## config.mk

```make
export PLATFORM = sky130hd
export DESIGN_NAME = fetch_stage
export DESIGN_NICKNAME = d
export VERILOG_FILES = /design/src/rtl/fetch_stage_pkg.sv /design/src/rtl/fetch_buffer.sv /design/src/rtl/fetch_stage.sv
export SDC_FILE = /design/constraint.sdc
export NUM_CORES = 1
export LEC_CHECK = 0
export BUFFER_PORTS_ARGS = -buffer_cell sky130_fd_sc_hd__buf_2
export CORE_MARGIN = 4
export CORE_UTILIZATION = 60
export CTS_CLUSTER_DIAMETER = 120
export CTS_CLUSTER_SIZE = 24
export DETAILED_ROUTE_END_ITERATION = 10
export PLACE_DENSITY = 0.8
export SKIP_LAST_GASP = 1
export SLEW_MARGIN = 15
export SYNTH_ARGS = -nofsm -noshare
export SYNTH_HDL_FRONTEND = slang
export SYNTH_SLANG_ARGS = --single-unit
```

## constraint.sdc

```tcl
create_clock -name clk -period 5.2 [get_ports clk]
set_input_delay 1.04 -clock clk [delete_from_list [all_inputs] [get_ports clk]]
set_output_delay 1.04 -clock clk [all_outputs]
set_load 0.05 [all_outputs]
```

## src/rtl/fetch_stage_pkg.sv

```systemverilog
// Shared definitions for the fetch stage: payload struct, NOP encoding, widths, FSM states.
package fetch_stage_pkg;

   localparam int unsigned PC_W    = 32;
   localparam int unsigned INSTR_W = 32;

   // addi x0, x0, 0
   localparam logic [INSTR_W-1:0] kNOP = 32'h0000_0013;

   typedef struct packed {
      logic [INSTR_W-1:0] instruction_fetchTOdecode;
      logic [PC_W-1:0]    PC_r_fetchTOdecode;
   } fetchTOdecode_s;

   typedef enum logic [1:0] {
      IDLE  = 2'd0,
      RUN   = 2'd1,
      DRAIN = 2'd2
   } fetch_state_e;

endpackage

```

## src/rtl/fetch_buffer.sv

```systemverilog
// Synchronous FIFO used for the prefetch queue and the in-flight PC-tag queue.
module fetch_buffer
   import fetch_stage_pkg::*;
#(
   parameter int unsigned W     = 64,
   parameter int unsigned DEPTH = 4
) (
   input  logic                         clk,
   input  logic                         rst_n,
   input  logic                         push,
   input  logic                         pop,
   input  logic                         clear,
   input  logic [W-1:0]                 din,
   output logic                         full,
   output logic                         empty,
   output logic [$clog2(DEPTH):0]       count,
   output logic [W-1:0]                 head
);
   localparam int unsigned AW = $clog2(DEPTH);
   localparam int unsigned CW = AW + 1;

   logic [W-1:0]  mem_q [DEPTH];
   logic [W-1:0]  mem_d [DEPTH];
   logic [AW-1:0] wr_ptr_q, wr_ptr_d, rd_ptr_q, rd_ptr_d;
   logic [CW-1:0] cnt_q, cnt_d;
   logic          do_push_c, do_pop_c;

   // Pointer/count update; clear wins over push and pop
   always_comb begin
      mem_d     = mem_q;
      wr_ptr_d  = wr_ptr_q;
      rd_ptr_d  = rd_ptr_q;
      cnt_d     = cnt_q;
      do_push_c = push && !full;
      do_pop_c  = pop && !empty;
      if (clear) begin
         wr_ptr_d = '0;
         rd_ptr_d = '0;
         cnt_d    = '0;
      end else begin
         if (do_push_c) begin
            mem_d[wr_ptr_q] = din;
            wr_ptr_d        = wr_ptr_q + AW'(1);
         end
         if (do_pop_c) begin
            rd_ptr_d = rd_ptr_q + AW'(1);
         end
         cnt_d = cnt_q + CW'(do_push_c) - CW'(do_pop_c);
      end
   end

   // Storage and pointer registers
   always_ff @(posedge clk or negedge rst_n) begin
      if (!rst_n) begin
         mem_q    <= '{default: '0};
         wr_ptr_q <= '0;
         rd_ptr_q <= '0;
         cnt_q    <= '0;
      end else begin
         mem_q    <= mem_d;
         wr_ptr_q <= wr_ptr_d;
         rd_ptr_q <= rd_ptr_d;
         cnt_q    <= cnt_d;
      end
   end

   assign full  = (cnt_q == CW'(DEPTH));
   assign empty = (cnt_q == '0);
   assign count = cnt_q;
   assign head  = mem_q[rd_ptr_q];

   // Credit accounting upstream must keep pushes away from a full FIFO
   assert property (@(posedge clk) disable iff (!rst_n) !(push && full && !clear));

endmodule

```

## src/rtl/fetch_stage.sv

```systemverilog
// Instruction fetch stage: owns the PC, issues in-order imem requests, buffers
// returned words with their PCs and redirects on flush, dropping stale responses.
// Optional perf counters are built when FETCH_PERF_CNT_EN is defined.
module fetch_stage
   import fetch_stage_pkg::*;
#(
   parameter logic [PC_W-1:0] RESET_PC  = '0,
   parameter logic [PC_W-1:0] PC_INC    = PC_W'(4),
   parameter int unsigned     BUF_DEPTH = 4
) (
   input  logic                clk,
   input  logic                rst_n,
   input  logic                stall,
   input  logic                itr,
   input  logic                IW,
   input  logic                flush,
   input  logic [PC_W-1:0]     redirect_pc,
   output logic                imem_req_valid,
   input  logic                imem_req_ready,
   output logic [PC_W-1:0]     imem_addr,
   input  logic                imem_rsp_valid,
   input  logic [INSTR_W-1:0]  imem_rsp_data,
   output fetchTOdecode_s      fetchTOdecode_s_o
`ifdef FETCH_PERF_CNT_EN
   ,
   output logic [31:0]         perf_bubble_cnt,
   output logic [31:0]         perf_discard_cnt
`endif
);
   localparam int unsigned CNT_W = $clog2(BUF_DEPTH) + 1;
   localparam int unsigned SUM_W = CNT_W + 1;
   localparam int unsigned ENT_W = INSTR_W + PC_W;

   fetch_state_e      state_q, state_d;
   logic [PC_W-1:0]   fetch_pc_q, fetch_pc_d;
   logic [CNT_W-1:0]  outstanding_q, outstanding_d;
   logic [CNT_W-1:0]  discard_q, discard_d;

   logic [SUM_W-1:0]  credit_sum_c;
   logic              req_valid_c, accept_c, drop_c, rsp_push_c, pop_c;

   logic [ENT_W-1:0]  buf_head;
   logic [CNT_W-1:0]  buf_count;
   logic              buf_full, buf_empty;
   logic [PC_W-1:0]   tag_head;
   logic [CNT_W-1:0]  tag_count;
   logic              tag_full, tag_empty;

   // Handshake decode: credits, accept, response routing, consume
   always_comb begin
      credit_sum_c = SUM_W'(buf_count) + SUM_W'(outstanding_q);
      req_valid_c  = (state_q != IDLE) && (credit_sum_c < SUM_W'(BUF_DEPTH)) && !flush;
      accept_c     = req_valid_c && imem_req_ready;
      drop_c       = imem_rsp_valid && (discard_q != '0);
      rsp_push_c   = imem_rsp_valid && (discard_q == '0) && !flush;
      pop_c        = !(stall || itr) && !IW && !flush && !buf_empty;
   end

   // Next PC, in-flight bookkeeping and FSM transitions
   always_comb begin
      state_d       = state_q;
      fetch_pc_d    = fetch_pc_q;
      discard_d     = discard_q;
      outstanding_d = outstanding_q + CNT_W'(accept_c) - CNT_W'(imem_rsp_valid);
      if (flush) begin
         // Everything still in flight after this cycle belongs to the old path
         fetch_pc_d = redirect_pc;
         discard_d  = outstanding_q - CNT_W'(imem_rsp_valid);
      end else begin
         if (accept_c) fetch_pc_d = fetch_pc_q + PC_INC;
         if (drop_c)   discard_d  = discard_q - CNT_W'(1);
      end
      unique case (state_q)
         IDLE:    state_d = RUN;
         RUN:     if (flush && (discard_d != '0)) state_d = DRAIN;
         DRAIN:   if (discard_d == '0) state_d = RUN;
         default: state_d = IDLE;
      endcase
   end

   // State registers
   always_ff @(posedge clk or negedge rst_n) begin
      if (!rst_n) begin
         state_q       <= IDLE;
         fetch_pc_q    <= RESET_PC;
         outstanding_q <= '0;
         discard_q     <= '0;
      end else begin
         state_q       <= state_d;
         fetch_pc_q    <= fetch_pc_d;
         outstanding_q <= outstanding_d;
         discard_q     <= discard_d;
      end
   end

   // PC of every accepted request, retired in order as responses return
   fetch_buffer #(.W(PC_W), .DEPTH(BUF_DEPTH)) u_tag_q (
      .clk   (clk),
      .rst_n (rst_n),
      .push  (accept_c),
      .pop   (imem_rsp_valid),
      .clear (1'b0),
      .din   (fetch_pc_q),
      .full  (tag_full),
      .empty (tag_empty),
      .count (tag_count),
      .head  (tag_head)
   );

   // Prefetch queue of {instr, pc}
   fetch_buffer #(.W(ENT_W), .DEPTH(BUF_DEPTH)) u_prefetch_q (
      .clk   (clk),
      .rst_n (rst_n),
      .push  (rsp_push_c),
      .pop   (pop_c),
      .clear (flush),
      .din   ({imem_rsp_data, tag_head}),
      .full  (buf_full),
      .empty (buf_empty),
      .count (buf_count),
      .head  (buf_head)
   );

   // Outputs: request port and decode payload (NOP with current PC when empty)
   always_comb begin
      imem_req_valid = req_valid_c;
      imem_addr      = fetch_pc_q;
      if (buf_empty) begin
         fetchTOdecode_s_o = '{instruction_fetchTOdecode: kNOP, PC_r_fetchTOdecode: fetch_pc_q};
      end else begin
         fetchTOdecode_s_o = fetchTOdecode_s'(buf_head);
      end
   end

`ifdef FETCH_PERF_CNT_EN
   logic [31:0] bubble_cnt_q, bubble_cnt_d, discard_cnt_q, discard_cnt_d;

   // Saturating bubble / dropped-response counters
   always_comb begin
      bubble_cnt_d  = bubble_cnt_q;
      discard_cnt_d = discard_cnt_q;
      if (buf_empty && !(stall || itr || IW || flush) && (bubble_cnt_q != '1))
         bubble_cnt_d = bubble_cnt_q + 32'd1;
      if (drop_c && (discard_cnt_q != '1))
         discard_cnt_d = discard_cnt_q + 32'd1;
   end

   // Counter registers
   always_ff @(posedge clk or negedge rst_n) begin
      if (!rst_n) begin
         bubble_cnt_q  <= '0;
         discard_cnt_q <= '0;
      end else begin
         bubble_cnt_q  <= bubble_cnt_d;
         discard_cnt_q <= discard_cnt_d;
      end
   end

   assign perf_bubble_cnt  = bubble_cnt_q;
   assign perf_discard_cnt = discard_cnt_q;
`endif

   // Protocol and bookkeeping invariants
   assert property (@(posedge clk) disable iff (!rst_n) !(imem_rsp_valid && tag_empty));
   assert property (@(posedge clk) disable iff (!rst_n) !(accept_c && tag_full));
   assert property (@(posedge clk) disable iff (!rst_n) tag_count == outstanding_q);
   assert property (@(posedge clk) disable iff (!rst_n) !(rsp_push_c && buf_full));

endmodule

```

# == Yosys cells after proc, flatten, opt, wreduce, memory -nomap -nowiden ==
# Index checks and enable logic that the tools add are counted.
# word_totals
ff_bits,438
in_bits,72
out_inout_bits,97
elab_cells,112
# classes
addsub,14
n_lt_le_gt_ge,7
n_eq_ne,6
muxes,25
bitwise_logic,5
reduce_logical,37
# op_table
operator,count
$bwmux W256,1
$mux W64,4
$mux W32,5
$bmux W64 S2,1
$bwmux W128,1
$demux W64 S2,1
$bmux W32 S2,1
$demux W32 S2,1
$add A32 B3 Y32 const B,1
$logic_and A1 B1 Y1,16
$ge A3 B3 Y1 const B,4
$logic_not A3 Y1,4
$mux W2,6
$not A2 Y3,4
$sub A3 B1 Y3,4
$add A3 B1 Y3,3
$mux W3,3
$add A2 B1 Y2 const B,4
$reduce_bool A2 Y1,4
$logic_not A1 Y1,7
$eq A3 B3 Y1 const B,2
$lt A3 B1 Y1 const B,2
$pmux W2 S3,1
$reduce_bool A3 Y1,2
10 further kinds,12

# == Logic depth before layout (Yosys ltp) ==
# Gate-level depths: netlist of the first run.
# depth
ltp_word,8
ltp_mapped,13
depth_no_buf,11

# == Hierarchy ==
# Synthesis of the first run repeated with hierarchy kept, for this count alone.
# hier_totals
hier_cells,1353
area_unflattened_um2,22321.4
# by_module_without_submodules
module,n_inst,cells_each,area_each_um2,seq_area_each_um2
fetch_buffer at u_prefetch_q,1,666,12734.7,6581.3
fetch_buffer at u_tag_q,1,360,6603.8,3378.2
fetch_stage,1,327,2982.9,1001.0

# == Worst setup path before layout of the first run ==
# Ideal clock, no wire load.
# synth_path
path_type,input to register
from,input flush
to,register outstanding_q[2]
setup_ps,123
arrival_ps,3056
t_required_ps,5077
setup_slack_ps,2021
path_stages,12
n_path_buf,2
cell_sequence,nor4_2 o2111a_1 buf_2 inv_2 clkbuf_1 ha_1 inv_1 ha_1 inv_1 fa_1 xnor2_1 xnor2_1
# synth_between
elab_chain_len,5
# synth_lines
element,line_no,text
from (decl),fetch_stage.sv:16,"input logic flush,"
$logic_not A1 Y1,fetch_stage.sv:52,req_valid_c = (state_q != IDLE) && (credit_sum_c < SUM_W'(BUF_DEPTH)) && !flush;
$logic_and A1 B1 Y1,fetch_stage.sv:52,
$logic_and A1 B1 Y1,fetch_stage.sv:53,accept_c = req_valid_c && imem_req_ready;
$add A3 B1 Y3,fetch_stage.sv:64,outstanding_d = outstanding_q + CNT_W'(accept_c) - CNT_W'(imem_rsp_valid);
$sub A3 B1 Y3,fetch_stage.sv:64,
named net outstanding_d[2],fetch_stage.sv:36,"logic [CNT_W-1:0] outstanding_q, outstanding_d;"
to (signal assigned),fetch_stage.sv:91,outstanding_q <= outstanding_d;
to (decl),fetch_stage.sv:36,
# The timed path passes the listed nets, and every way through them passes these cells.
# A chain may end at the register's enable or synchronous reset.

==> results of run 1 <==
## worst register-to-register path: cells and delay by family, from the launching register on
| family | cells | cell delay, ns |
|---|---|---|
| AOI/OAI and AO/OA | 1 | 0.82 |
| adders and majority gates | 1 | 0.17 |
| buffers and inverters | 1 | 0.09 |
| DFF | 1 | 0.41 |
| muxes | 1 | 0.60 |
| and+or+nand+nor | 2 | 1.15 |
## through the flow
step	std cells	util [%]
3_3_place_gp	1892	64.03
3_5_place_dp	1892	64.03
5_1_grt	1920	65.84
6_report	1920	65.84
4_1_cts	1918	65.82
2_1_floorplan	1359	-
## power by group
| part | internal [W] | switching [W] | total, W |
|---|---|---|---|
| Clock | 0.000808 | 0.00106 | 0.00186 |
| Sequential | 0.00419 | 0.000542 | 0.00473 |
| Combinational | 0.00145 | 0.00149 | 0.00295 |
## worst max-delay path by stage
stage,depth (start not counted),endpoint,slack (ns),from
after floorplan,12,outstanding_q[2],2.02,flush
after global placement,11,u_prefetch_q.count[2],1.51,flush
after detailed placement,11,u_prefetch_q.count[2],1.37,flush
after CTS,4,fetchTOdecode_s_o[7],1.21,u_prefetch_q.rd_ptr_q[0]
after global routing,4,fetchTOdecode_s_o[7],1.13,u_prefetch_q.rd_ptr_q[0]
final,4,fetchTOdecode_s_o[7],1.30,u_prefetch_q.rd_ptr_q[0]
## final cells by class
cell class,instances,area [sq um]
clock buffer,25,583.1
multi-input combinational,796,8841
antenna,2,5.005
clock inverter,1,20.02
sequential,438,10970
inverter,23,86.33
timing repair buffer,187,1069
fill,2368,11480
tap,448,560.5
## per-layer routing
metal	share of wire [%]	track usage (%)	vias to the layer above
met2	49	39.88	305
met1	42	33.75	6335
met3	5.2	3.511	81
met5	0.16	0	-
met4	2.6	7.135	10
li1	-	-	5169
## cell usage after synthesis, types with 3 or more instances
| cell type | count | area, sq um |
|---|---|---|
| dfrtp_1 | 438 | 10960 |
| mux2_2 | 404 | 4549 |
| mux4_2 | 96 | 2162 |
| clkbuf_1 | 37 | 138.9 |
| buf_6 | 36 | 405.4 |
| nand2_1 | 36 | 135.1 |
| nor2b_1 | 31 | 193.9 |
| nand3_1 | 23 | 115.1 |
| inv_1 | 22 | 82.58 |
| ha_1 | 21 | 262.8 |
| nor2_1 | 17 | 63.81 |
| o21ai_0 | 17 | 85.08 |
| mux2_1 | 15 | 168.9 |
| buf_1 | 14 | 52.55 |
| nand4_1 | 13 | 81.33 |
| a21oi_1 | 12 | 60.06 |
| and3_1 | 11 | 68.82 |
| o211ai_1 | 11 | 82.58 |
| xnor2_1 | 11 | 96.34 |
| buf_2 | 10 | 50.05 |
| xor2_1 | 9 | 78.83 |
| nor3_1 | 8 | 40.04 |
| or4_1 | 6 | 45.04 |
| and2_1 | 5 | 31.28 |
| o311ai_0 | 5 | 43.79 |
| buf_4 | 4 | 30.03 |
| mux2i_1 | 4 | 40.04 |
| nand2_2 | 4 | 25.02 |
| a221o_1 | 3 | 30.03 |
| fa_1 | 3 | 60.06 |
| or2_2 | 3 | 18.77 |
## registers in the layout, summed over array words and instances (netlist names)
| signal | cells |
|---|---|
| u_prefetch_q.mem_q | 256 |
| u_tag_q.mem_q | 128 |
| imem_addr | 32 |
| discard_q | 3 |
| outstanding_q | 3 |
| u_prefetch_q.count | 3 |
| u_tag_q.count | 3 |
| state_q | 2 |
| u_prefetch_q.rd_ptr_q | 2 |
| u_prefetch_q.wr_ptr_q | 2 |
| u_tag_q.rd_ptr_q | 2 |
| u_tag_q.wr_ptr_q | 2 |
## cells by family (layout without fill, tap and decap cells)
kind of cell             count (synthesis)  after routing
other                                    0              2
flip-flops                             438            438
buffers and inverters                  125            236
multiplexers                           519            519
AND/OR/NAND/NOR                        167            167
AO/OA/AOI/OAI                           66             66
adder cells (fa/ha/maj)                 24             24
XOR/XNOR                                20             20
==> flow_summary.yaml, run 1 <==
outcome:
  status: "completed"
worst_setup_path:
  critPathSlowestCell: "dfrtp_4"
  required_ns: 4.16
  critPathBufInv: 2
  startpoint_type: "flip-flop"
  cp.arrival_ns: 2.86
  crit_path_end_kind: "output port"
  rr_startpoint: "discard_q[0]"
  crit_fanout: 47
  reg2reg_depth: 6
  worstSetupPathType: "reg -> out"
  r2r_end: "u_prefetch_q.mem_q[45]"
  crit_chain: "buf_12 -> mux4_2 -> mux2_2 -> buf_2"
  rrSetupSlack_ns: 1.85
  crit_family: "multiplexers"
  slowest_delay_ns: 0.77
min_path:
  hp-start: "u_tag_q.mem_q[7]"
  holdPathStages: 1
  hp-class: "reg -> reg"
  holdPathEnd: "u_tag_q.mem_q[7]"
clock_tree:
  post_cts_buffers: 0
  cts_sinks: 438
  clockBufferDepth: 3
  root_buffer: "clkbuf_16"
  cts-resized-gates: 0
  clk_latency_ns: 0.54
  numCtsBuffers: 22
  clkTransAtPathRegs_ns: 0.10
  cts_tree: "done"
  h-tree-depth: 1
  ctsHoldBuffers: 0
placed_design:
  place_ws_ns: 1.373
  gp_congestion: 0.7800
  port_buffers: 168
  place_area_sq_um: 21520
  dp_hpwl_um: 27600
floorplan:
  io_pins: 169
  start_util_pct: 61.12
  row_count: 67
  die_x_um: 193.0
  fp.dieH_um: 193.0
  die_area_sq_um: 37270
  core-area_sq_um: 33620
logic_synthesis:
  netlist_instances: 1359
  syn-num-nets: 1455
  synth.distinct_cells: 56
  seq_area_frac_synth_pct: 53.35
  avgSynthCellArea_sq_um: 15.12
  synth_top_family_by_area: "multiplexers"
  synth-xor-area-share_pct: 0.8526
  synth-edff-count: 0
  ys_warn_count: 0
  synth_compound_area_share_pct: 2.369
  synth-simple-area-share_pct: 4.434
  synth_area_sq_um: 20540
  ys_seq_elements: 438
  synthAdderAreaFrac_pct: 1.571
  muxShareOfSynthArea_pct: 33.68
  synth_flop_cell: "dfrtp_1"
  synthArstFlopShare_pct: 100.0
grt:
  grt_overflow_total: 0
  grt_pass1_vias: 12780
  antenna_found_initial: 7
  grt_pass1_wl_um: 70850
  grt_usage_pct: 24.07
  grt_max_degree: 129
route:
  antenna_left: 0
  detail_route.wirelength_um: 43760
  routedWlPerCell_um: 22.79
  first_pass_iters: 4
  dr.first_iter.drc_count: 599
  drc_errors: 0
  vias: 11900
  vias_per_cell: 6.198
final_layout:
  area_growth_pct: 7.722
  final_layout_size_suffix_gt1_share_pct: 49.73
  layout_commonest_cell: "dfrtp_1"
  layout_common_cells: "dfrtp_1 (435), mux2_2 (404), buf_2 (167), mux4_2 (96), nand2_1 (36)"
  nets: 1564
  fin_area_sq_um: 22130
power:
  power_density_nw_per_um2: 430.9
  power.leakage_nw: 10.56
  finalPower_w: 0.009537
  ir_drop_v: 0.0003269
sta:
  setup_violations: 0
  holdWs_ns: 0.4892
  fin_ws_ns: 1.300
  clock_skew_ns: 0.02411
  hold_viol_final: 0
  worstMarginPinSlew_ns: 1.152
  max_freq_mhz: 256.4
  max-slew-margin-rel_pct: 23.22
  drv_slew: 0
  fin_crit_ns: 3.900
  rsz0062_at_grt: "false"
  post-route-period-util_pct: 74.99
  tns_ns: 0
run:
  max_cap_viol_count: 0
(Power assumes the default switching activity.)
==> run 2: changes to the inputs <==
Clock period 5.2 ns to 4.1 ns, I/O delays scaled along.
==> flow_summary.yaml, run 2 (same netlist as run 1, synthesis figures left out) <==
final_layout:
  final_layout_size_suffix_gt1_share_pct: 50.17
  fin_cells: 1933
  layout_common_cells: "dfrtp_1 (435), mux2_2 (404), buf_2 (167), mux4_2 (96), nand2_1 (36)"
  nets: 1577
  layout_commonest_cell: "dfrtp_1"
  fill_cells: 2352
  regMostFlops: "u_prefetch_q.mem_q"
  largest_reg_flops: 256
  area_growth_pct: 8.441
power:
  power.leakage_nw: 10.64
  power_density_nw_per_um2: 544.7
  p_int_w: 0.008200
  p_switching_w: 0.003936
  pwr-share-clk_pct: 19.5
  swShare_pct: 32.43
  ir_drop_v: 0.0003147
  pwr-share-seq_pct: 49.9
  comb_power_share_pct: 30.6
sta:
  max_freq_mhz: 284.9
  setup_violations: 0
  fin_crit_ns: 3.510
  rsz0062_at_grt: "false"
  drv_slew: 0
  clock_skew_ns: 0.02109
  tns_ns: 0
  post-route-period-util_pct: 85.62
  worstMarginPinSlew_ns: 1.125
  max-slew-margin-rel_pct: 25.02
  hold_viol_final: 0
worst_setup_path:
  crit_family: "simple AND/OR/NAND/NOR gates"
  required_ns: 3.28
  rr_startpoint: "discard_q[0]"
  reg2reg_depth: 6
  crit_fanout: 16
  critPathBufInv: 2
  startpoint_type: "flip-flop"
  startpoint: "u_prefetch_q.count[2]"
  cp.arrival_ns: 2.69
  cp.depth: 4
  crit_path_end_kind: "output port"
  worstSetupPathType: "reg -> out"
  crit_chain: "nor3_2 -> buf_4 -> mux2_2 -> buf_2"
  slowest_delay_ns: 0.68
  critPathSlowestCell: "nor3_2"
grt:
  grt_pass1_wl_um: 71380
  grt_overflow_total: 0
  grt_usage_pct: 24.30
  grt_max_degree: 99
  grt_pass1_vias: 12789
  antenna_found_initial: 4
clock_tree:
  numCtsBuffers: 22
  root_buffer: "clkbuf_16"
  ctsHoldBuffers: 0
  cts_tree: "done"
  cts-resized-gates: 0
  clkTransAtPathRegs_ns: 0.10
  clockBufferDepth: 3
  post_cts_buffers: 0
  clk_latency_ns: 0.54
  cts_sinks: 438
  h-tree-depth: 1
outcome:
  status: "completed"
route:
  drc_errors: 0
  routedWlPerCell_um: 22.81
  first_pass_iters: 5
  vias: 11920
  vias_per_cell: 6.167
  antenna_left: 0
  detail_route.wirelength_um: 44100
  dr.first_iter.drc_count: 672
placed_design:
  gp_congestion: 0.7771
  port_buffers: 168
  dp_hpwl_um: 28630
  placed_cells_incl_taps: 1905
floorplan:
  core-area_sq_um: 33620
  fp.dieH_um: 193.0
  io_pins: 169
  die_x_um: 193.0
  start_util_pct: 61.12
  die_area_sq_um: 37270
  row_count: 67
run:
  max_cap_viol_count: 0
min_path:
  hp-class: "in -> async"
run 2: routing by layer:
layer  vias up  routed length (um)  part of all wire (%)  track usage [%]
met1      6337               18970                    43            34.27
li1       5214                   -                     -                -
met2       298               21720                    49            40.60
met5         -                  27                 0.061                0
met3        67                2263                   5.1            3.493
met4         4                1123                   2.5            6.182
run 2: final timing paths:
kind | to | slack, ns
setup / recovery | fetchTOdecode_s_o[30] | 0.59
hold / removal | u_prefetch_q.mem_q[249] | 0.32
setup reg to reg | u_prefetch_q.mem_q[11] | 0.81
hold reg to reg | u_tag_q.mem_q[25] | 0.49
max in group asynchronous | u_prefetch_q.mem_q[66] | 2.81
min in group clk | imem_addr[8] | 0.48
run 2: metrics by stage:
stage	area, sq um	setup slack (ns)	util, %	power [W]	hold slack, ns
4_1_cts	22270	0.5176	66.26	0.01223	0.3268
5_1_grt	22280	0.4689	66.27	0.01282	0.3546
3_3_place_gp	21670	0.8080	64.47	0.009637	0.4630
2_1_floorplan	20540	1.141	-	0.008805	0.4524
6_report	22280	0.5897	66.27	0.01214	0.3189
3_5_place_dp	21670	0.7716	64.47	0.009864	0.4732
run 2: area by class of cell:
type | count | area, sq um | share of cell area [%]
sequential | 438 | 10970 | 49.23
multi-input combinational | 796 | 8841 | 39.68
timing repair buffer | 200 | 1216 | 5.459
clock buffer | 25 | 583.1 | 2.617
tap | 448 | 560.5 | 2.516
inverter | 23 | 86.33 | 0.3875
clock inverter | 1 | 20.02 | 0.08986
antenna | 2 | 5.005 | 0.02246
run 2: power by group through the flow:
stage               Clock [W]  Sequential (W)  Combinational [W]
floorplan                   0         0.00591            0.00290
global route          0.00260         0.00618            0.00405
detailed placement          0         0.00613            0.00373
CTS                   0.00243         0.00605            0.00375
finish                0.00237         0.00606            0.00371
global placement            0         0.00604            0.00359
